<file path="config.mk">
export PLATFORM = sky130hd
export DESIGN_NAME = dac_sequencer
export DESIGN_NICKNAME = d
export VERILOG_FILES = /design/src/rtl/dac_seq_pkg.sv /design/src/rtl/dac_sync_gen.sv /design/src/rtl/dac_sequencer.sv
export SDC_FILE = /design/constraint.sdc
export NUM_CORES = 1
export LEC_CHECK = 0
export ABC_AREA = 1
export CAP_MARGIN = 40
export CORE_MARGIN = 3
export CORE_UTILIZATION = 42
export CTS_BUF_LIST = sky130_fd_sc_hd__clkbuf_2
export CTS_CLUSTER_SIZE = 8
export DETAILED_ROUTE_END_ITERATION = 12
export PLACE_DENSITY_LB_ADDON = 0.1
export SETUP_SLACK_MARGIN = 0.05
export SYNTH_ARGS = -nofsm -noshare
export SYNTH_HDL_FRONTEND = slang
export SYNTH_SLANG_ARGS = --single-unit
</file>
<file path="constraint.sdc">
create_clock -name clk -period 6.5 [get_ports clk]
set_clock_uncertainty 0.2 [all_clocks]
set_input_delay 1.625 -clock clk [delete_from_list [all_inputs] [get_ports clk]]
set_output_delay 1.625 -clock clk [all_outputs]
set_load 0.03 [all_outputs]
</file>
<file path="src/rtl/dac_seq_pkg.sv">
// Purpose: shared state encoding and default sizing for the DAC sequencer.
// Latency: n/a (types and constants only).
// Backpressure: n/a.
package dac_seq_pkg;

  localparam int NPH_DEF = 4;
  localparam int CW_DEF  = 32;
  localparam int PW_DEF  = 16;

  typedef enum logic [0:0] {
    IDLE = 1'b0,
    RUN  = 1'b1
  } state_e;

endpackage

</file>
<file path="src/rtl/dac_sync_gen.sv">
// Purpose: turns the SPI completion level into a one-cycle DAC latch strobe.
// Latency: combinational from the spi_done rising edge (same cycle).
// Backpressure: none; a held spi_done yields a single strobe.
module dac_sync_gen (
  input  logic clk,
  input  logic rst,
  input  logic busy,
  input  logic spi_done,
  output logic dac_sync,
  output logic done_rise
);

  logic spi_done_q;

  // Remember last cycle's spi_done so only its rising edge is seen.
  always_ff @(posedge clk or posedge rst) begin
    if (rst) spi_done_q <= 1'b0;
    else     spi_done_q <= spi_done;
  end

  assign done_rise = spi_done & ~spi_done_q;
  assign dac_sync  = busy & done_rise;

endmodule

</file>
<file path="src/rtl/dac_sequencer.sv">
// Purpose: steps through per-phase timing slots, issuing SPI/ADC/DAC strobes per update.
// Latency: strobes and done are combinational in the cycle they apply; aborted is one cycle after abort.
// Backpressure: none; a late spi_done is flagged via sticky spi_overrun instead of stalling.
module dac_sequencer
  import dac_seq_pkg::*;
#(
  parameter int NPH = NPH_DEF,
  parameter int CW  = CW_DEF,
  parameter int PW  = PW_DEF
) (
  input  logic                     clk,
  input  logic                     rst,
  input  logic                     adc_en,
  input  logic [$clog2(NPH+1)-1:0] nph_used,
  input  logic [NPH*CW-1:0]        t_dur,
  input  logic [NPH*CW-1:0]        t_smp,
  input  logic [PW-1:0]            nsam,
  input  logic                     trigger,
  input  logic                     abort,
  input  logic                     spi_done,
  output logic                     spi_trigger,
  output logic                     adc_trigger,
  output logic                     dac_sync,
  output logic                     done,
  output logic                     aborted,
  output logic                     busy,
  output logic [$clog2(NPH)-1:0]   phase,
  output logic [PW-1:0]            dac_ptr,
  output logic                     spi_overrun
);

  localparam int NW  = $clog2(NPH+1);
  localparam int PHW = $clog2(NPH);

  state_e        state;
  logic [CW-1:0] cnt;
  logic          spi_pend;
  logic          done_rise;
  logic          accept;
  logic [NW-1:0] nph_eff;
  logic [CW-1:0] dur_sel;
  logic [CW-1:0] smp_sel;
  logic [CW-1:0] dur_eff;
  logic [PW-1:0] nsam_eff;
  logic          at_bound;
  logic          at_last_ph;
  logic          at_last_smp;

  // Live per-phase field selection; zero settings are treated as one.
  assign dur_sel  = t_dur[phase*CW +: CW];
  assign smp_sel  = t_smp[phase*CW +: CW];
  assign dur_eff  = (dur_sel == '0) ? CW'(1) : dur_sel;
  assign nsam_eff = (nsam == '0) ? PW'(1) : nsam;
  assign nph_eff  = (nph_used == '0)       ? NW'(1)   :
                    (nph_used > NW'(NPH))  ? NW'(NPH) : nph_used;

  // Settings are live, so ">=" lets a shrink below the current position
  // end the slot/run at the next boundary instead of running to wrap.
  assign at_bound    = (cnt >= dur_eff - CW'(1));
  assign at_last_ph  = (NW'(phase) >= nph_eff - NW'(1));
  assign at_last_smp = (dac_ptr >= nsam_eff - PW'(1));

  assign busy        = (state == RUN);
  assign accept      = (state == IDLE) && trigger;
  assign spi_trigger = busy && (cnt == '0);
  assign adc_trigger = busy && adc_en && (cnt == smp_sel) && (smp_sel < dur_eff);
  assign done        = busy && !abort && at_bound && at_last_smp;

  // Sequencer FSM: slot counter, phase rotation and sample pointer.
  always_ff @(posedge clk or posedge rst) begin
    if (rst) begin
      state   <= IDLE;
      cnt     <= '0;
      phase   <= '0;
      dac_ptr <= '0;
      aborted <= 1'b0;
    end else begin
      aborted <= busy && abort;
      case (state)
        IDLE: begin
          cnt     <= '0;
          phase   <= '0;
          dac_ptr <= '0;
          if (trigger) state <= RUN;
        end
        RUN: begin
          if (abort) begin
            state   <= IDLE;
            cnt     <= '0;
            phase   <= '0;
            dac_ptr <= '0;
          end else if (at_bound) begin
            cnt <= '0;
            if (at_last_smp) begin
              state   <= IDLE;
              phase   <= '0;
              dac_ptr <= '0;
            end else begin
              dac_ptr <= dac_ptr + PW'(1);
              phase   <= at_last_ph ? '0 : phase + PHW'(1);
            end
          end else begin
            cnt <= cnt + CW'(1);
          end
        end
        default: state <= IDLE;
      endcase
    end
  end

  // Track an outstanding SPI write; a new write before its completion edge is an overrun.
  always_ff @(posedge clk or posedge rst) begin
    if (rst) begin
      spi_pend    <= 1'b0;
      spi_overrun <= 1'b0;
    end else if (accept) begin
      spi_pend    <= 1'b0;
      spi_overrun <= 1'b0;
    end else if (spi_trigger) begin
      if (spi_pend && !done_rise) spi_overrun <= 1'b1;
      spi_pend <= 1'b1;
    end else if (done_rise) begin
      spi_pend <= 1'b0;
    end
  end

  dac_sync_gen u_sync (
    .clk       (clk),
    .rst       (rst),
    .busy      (busy),
    .spi_done  (spi_done),
    .dac_sync  (dac_sync),
    .done_rise (done_rise)
  );

endmodule

</file>
==> qor.yml <==
synth_nets: 1722
cts_tree: "yes"
dp_hpwl_mm: 29.2
die_w_um: 146
syn_area_per_cell_um2: 6.10
dr_wl_met3_mm: 2.66
ys_warn_count: 0
clk_pin_slew_worst_paths_ns: 0.24
syn_area_um2: 8250
grt_max_degree: 61
power.leakage_nw: 5.80
setup_viol: 1
timing.max_cap.violations: 0
power.total_w: 0.000951
end_kind: "output port"
clk_latency_ns: 0.45
period_needed_ns: 7.48
cts-root-buf: "clkbuf_2"
vdd_drop_max_v: 0.0000714
top_layer: "met4"
rsz0062_at_grt: "yes"
worst_slew_pin_slew_ns: 0.671
powerDensity_nw_per_um2: 76.2
setup_tns_ns: -0.984
avgRoutedWirePerCell_um: 17.0
overflow: 0
synth-edff-count: 0
rows: 50
synthArstFlopShare_pct: 100
arrival_ns: 5.66
post_cts_buffers: 0
firstDrtPassIters: 5
drtIter0Drc: 781
final_cells: 2008
final_cell_mix: "nand2_1 (460), clkdlybuf4s50_1 (303), nand3_1 (164)"
worst_slack_ns: -0.984
die_area_um2: 21400
clock_sinks: 55
required_ns: 4.68
pin_count: 306
grt_pass1_wl_mm: 53.4
htreeDepth: 2
synth_cells: 1354
coreArea_um2: 19000
ant_nets: 0
synthToLayoutAreaGrowth_pct: 51.2
worstSetupPathType: "in2out"
status: "complete, but fails checks"
worstSetupStartpointType: "input port"
max_freq_mhz: 134
cts_hold_buf: 0
dp_cells: 1995
final_common_cell: "nand2_1"
dr_wl_met2_mm: 16.4
die_height_um: 146
globalplace.congestion: 0.978
vias: 10500
fillerInstances: 1808
yosys_register_bits: 55
hp-class: "reg2reg"
start_util_pct: 43.4
fin_crit_sh_pct: 115
postRouteWirelength_mm: 34.1
wirelength_met1_mm: 13.9
drc: 0
synth.distinct_cells: 46
viasPerCell: 5.22
violations: "setup timing"
grt_pass1_vias: 10000
cts_buffers: 5
layout-drive-gt1-share_pct: 10.8
io_buffers: 305
synth_top_flop_cell: "dfrtp_1"
cp_max_fo: 2
fin_nets: 2110
slowest_delay_ns: 0.47
cts_buffer_depth: 2
synth-seq-area-share_pct: 16.7
slew_headroom_pct: 54.9
crit_slowest_cell: "clkdlybuf4s50_1"
grtUsageTotal_pct: 30.9
maxSlewViolCount: 0
hold_viol_final: 0
antenna_found_initial: 5
==> state kept, by name (all words and copies together) (netlist names) <==
| name | flops |
|---|---|
| u_sync.spi_done_q | 1 |
| busy | 1 |
| spi_overrun | 1 |
| aborted | 1 |
| cnt | 32 |
| dac_ptr | 16 |
| spi_pend | 1 |
| phase | 2 |
==> cell usage after synthesis, types with 13 or more instances <==
cell type	count	area, um^2
nand4_1	20	125
nor3_1	16	80.1
dfrtp_1	55	1380
xor2_1	59	517
nor4_1	20	125
nand3_1	166	831
xnor2_1	23	201
nor2_1	113	424
o21ai_0	30	150
ha_1	87	1090
buf_2	21	105
inv_1	123	462
nand2_2	14	87.6
nand2_1	466	1750
clkbuf_1	13	48.8
a21oi_1	46	230
==> power by group <==
| group | internal [W] | total [W] | switching (W) | leakage (nW) |
|---|---|---|---|---|
| clock | 0.0000258 | 0.000131 | 0.000106 | 0.0281 |
| combinational | 0.000266 | 0.000465 | 0.000199 | 5.01 |
| sequential | 0.000350 | 0.000355 | 0.00000491 | 0.755 |
| total | 0.000641 | 0.000951 | 0.000310 | 5.80 |
==> worst paths after layout <==
check	end	slack [ns]	cells after the start	from
setup / recovery	done	-0.98	37	t_dur[22]
hold / removal	spi_overrun	0.35	1	spi_overrun
setup reg to reg	dac_ptr[9]	1.21	41	phase[0]
hold reg to reg	spi_overrun	0.35	1	spi_overrun
max in group asynchronous	phase[0]	4.03	3	rst
min in group asynchronous	cnt[15]	1.21	2	rst
==> cell type report <==
class	instances	area, um^2	area share, %
flip-flops and latches	55	1380	11.1
clock inverters	2	7.51	0.0602
inverters	130	489	3.92
repair buffers	431	4070	32.6
multi-input cells	1119	6160	49.4
diodes	5	12.5	0.100
well taps	260	325	2.61
clock buffers	6	30.0	0.241
==> per-stage QoR <==
stage / setup slack, ns / hold slack, ns / util [%] / instance area (um^2)
floorplan: -0.275 / 0.275 / - / 8270
global placement: -0.928 / 0.283 / 65.1 / 12400
detailed placement: -1.06 / 0.303 / 65.2 / 12400
CTS: -0.941 / 0.350 / 65.5 / 12500
global route: -1.35 / 0.370 / 65.6 / 12500
finish: -0.984 / 0.345 / 65.6 / 12500
==> kinds of logic after synthesis <==
group | Yosys count | share of synthesized area (%)
and+or+nand+nor | 834 | 43.8
buffers and inverters | 180 | 9.28
AOI/OAI and AO/OA | 116 | 8.34
adders and majority gates | 87 | 13.2
xor gates and xnor gates | 82 | 8.70
DFF | 55 | 16.7
==> timing repair <==
action                                  in CTS  in global routing
endpoints found under the setup margin       1                  1
cloned                                       0                  0
gates resized for setup                      7                  2
pin swaps                                    0                  1
==> layer usage <==
metal | up-vias | global-route usage [%]
met3 | 65 | 6.52
met5 | - | 0
met4 | 0 | 8.98
met2 | 417 | 53.5
met1 | 4767 | 38.9
li1 | 5227 | -
==> worst max-delay path, delay by kind of cell <==
| kind | cells | cell delay, ns |
|---|---|---|
| xor+xnor | 1 | 0.13 |
| fa+ha+maj | 2 | 0.42 |
| buf+inv | 9 | 1.02 |
| simple gates | 25 | 2.49 |
Note: power is estimated with default switching activity, not from simulation.
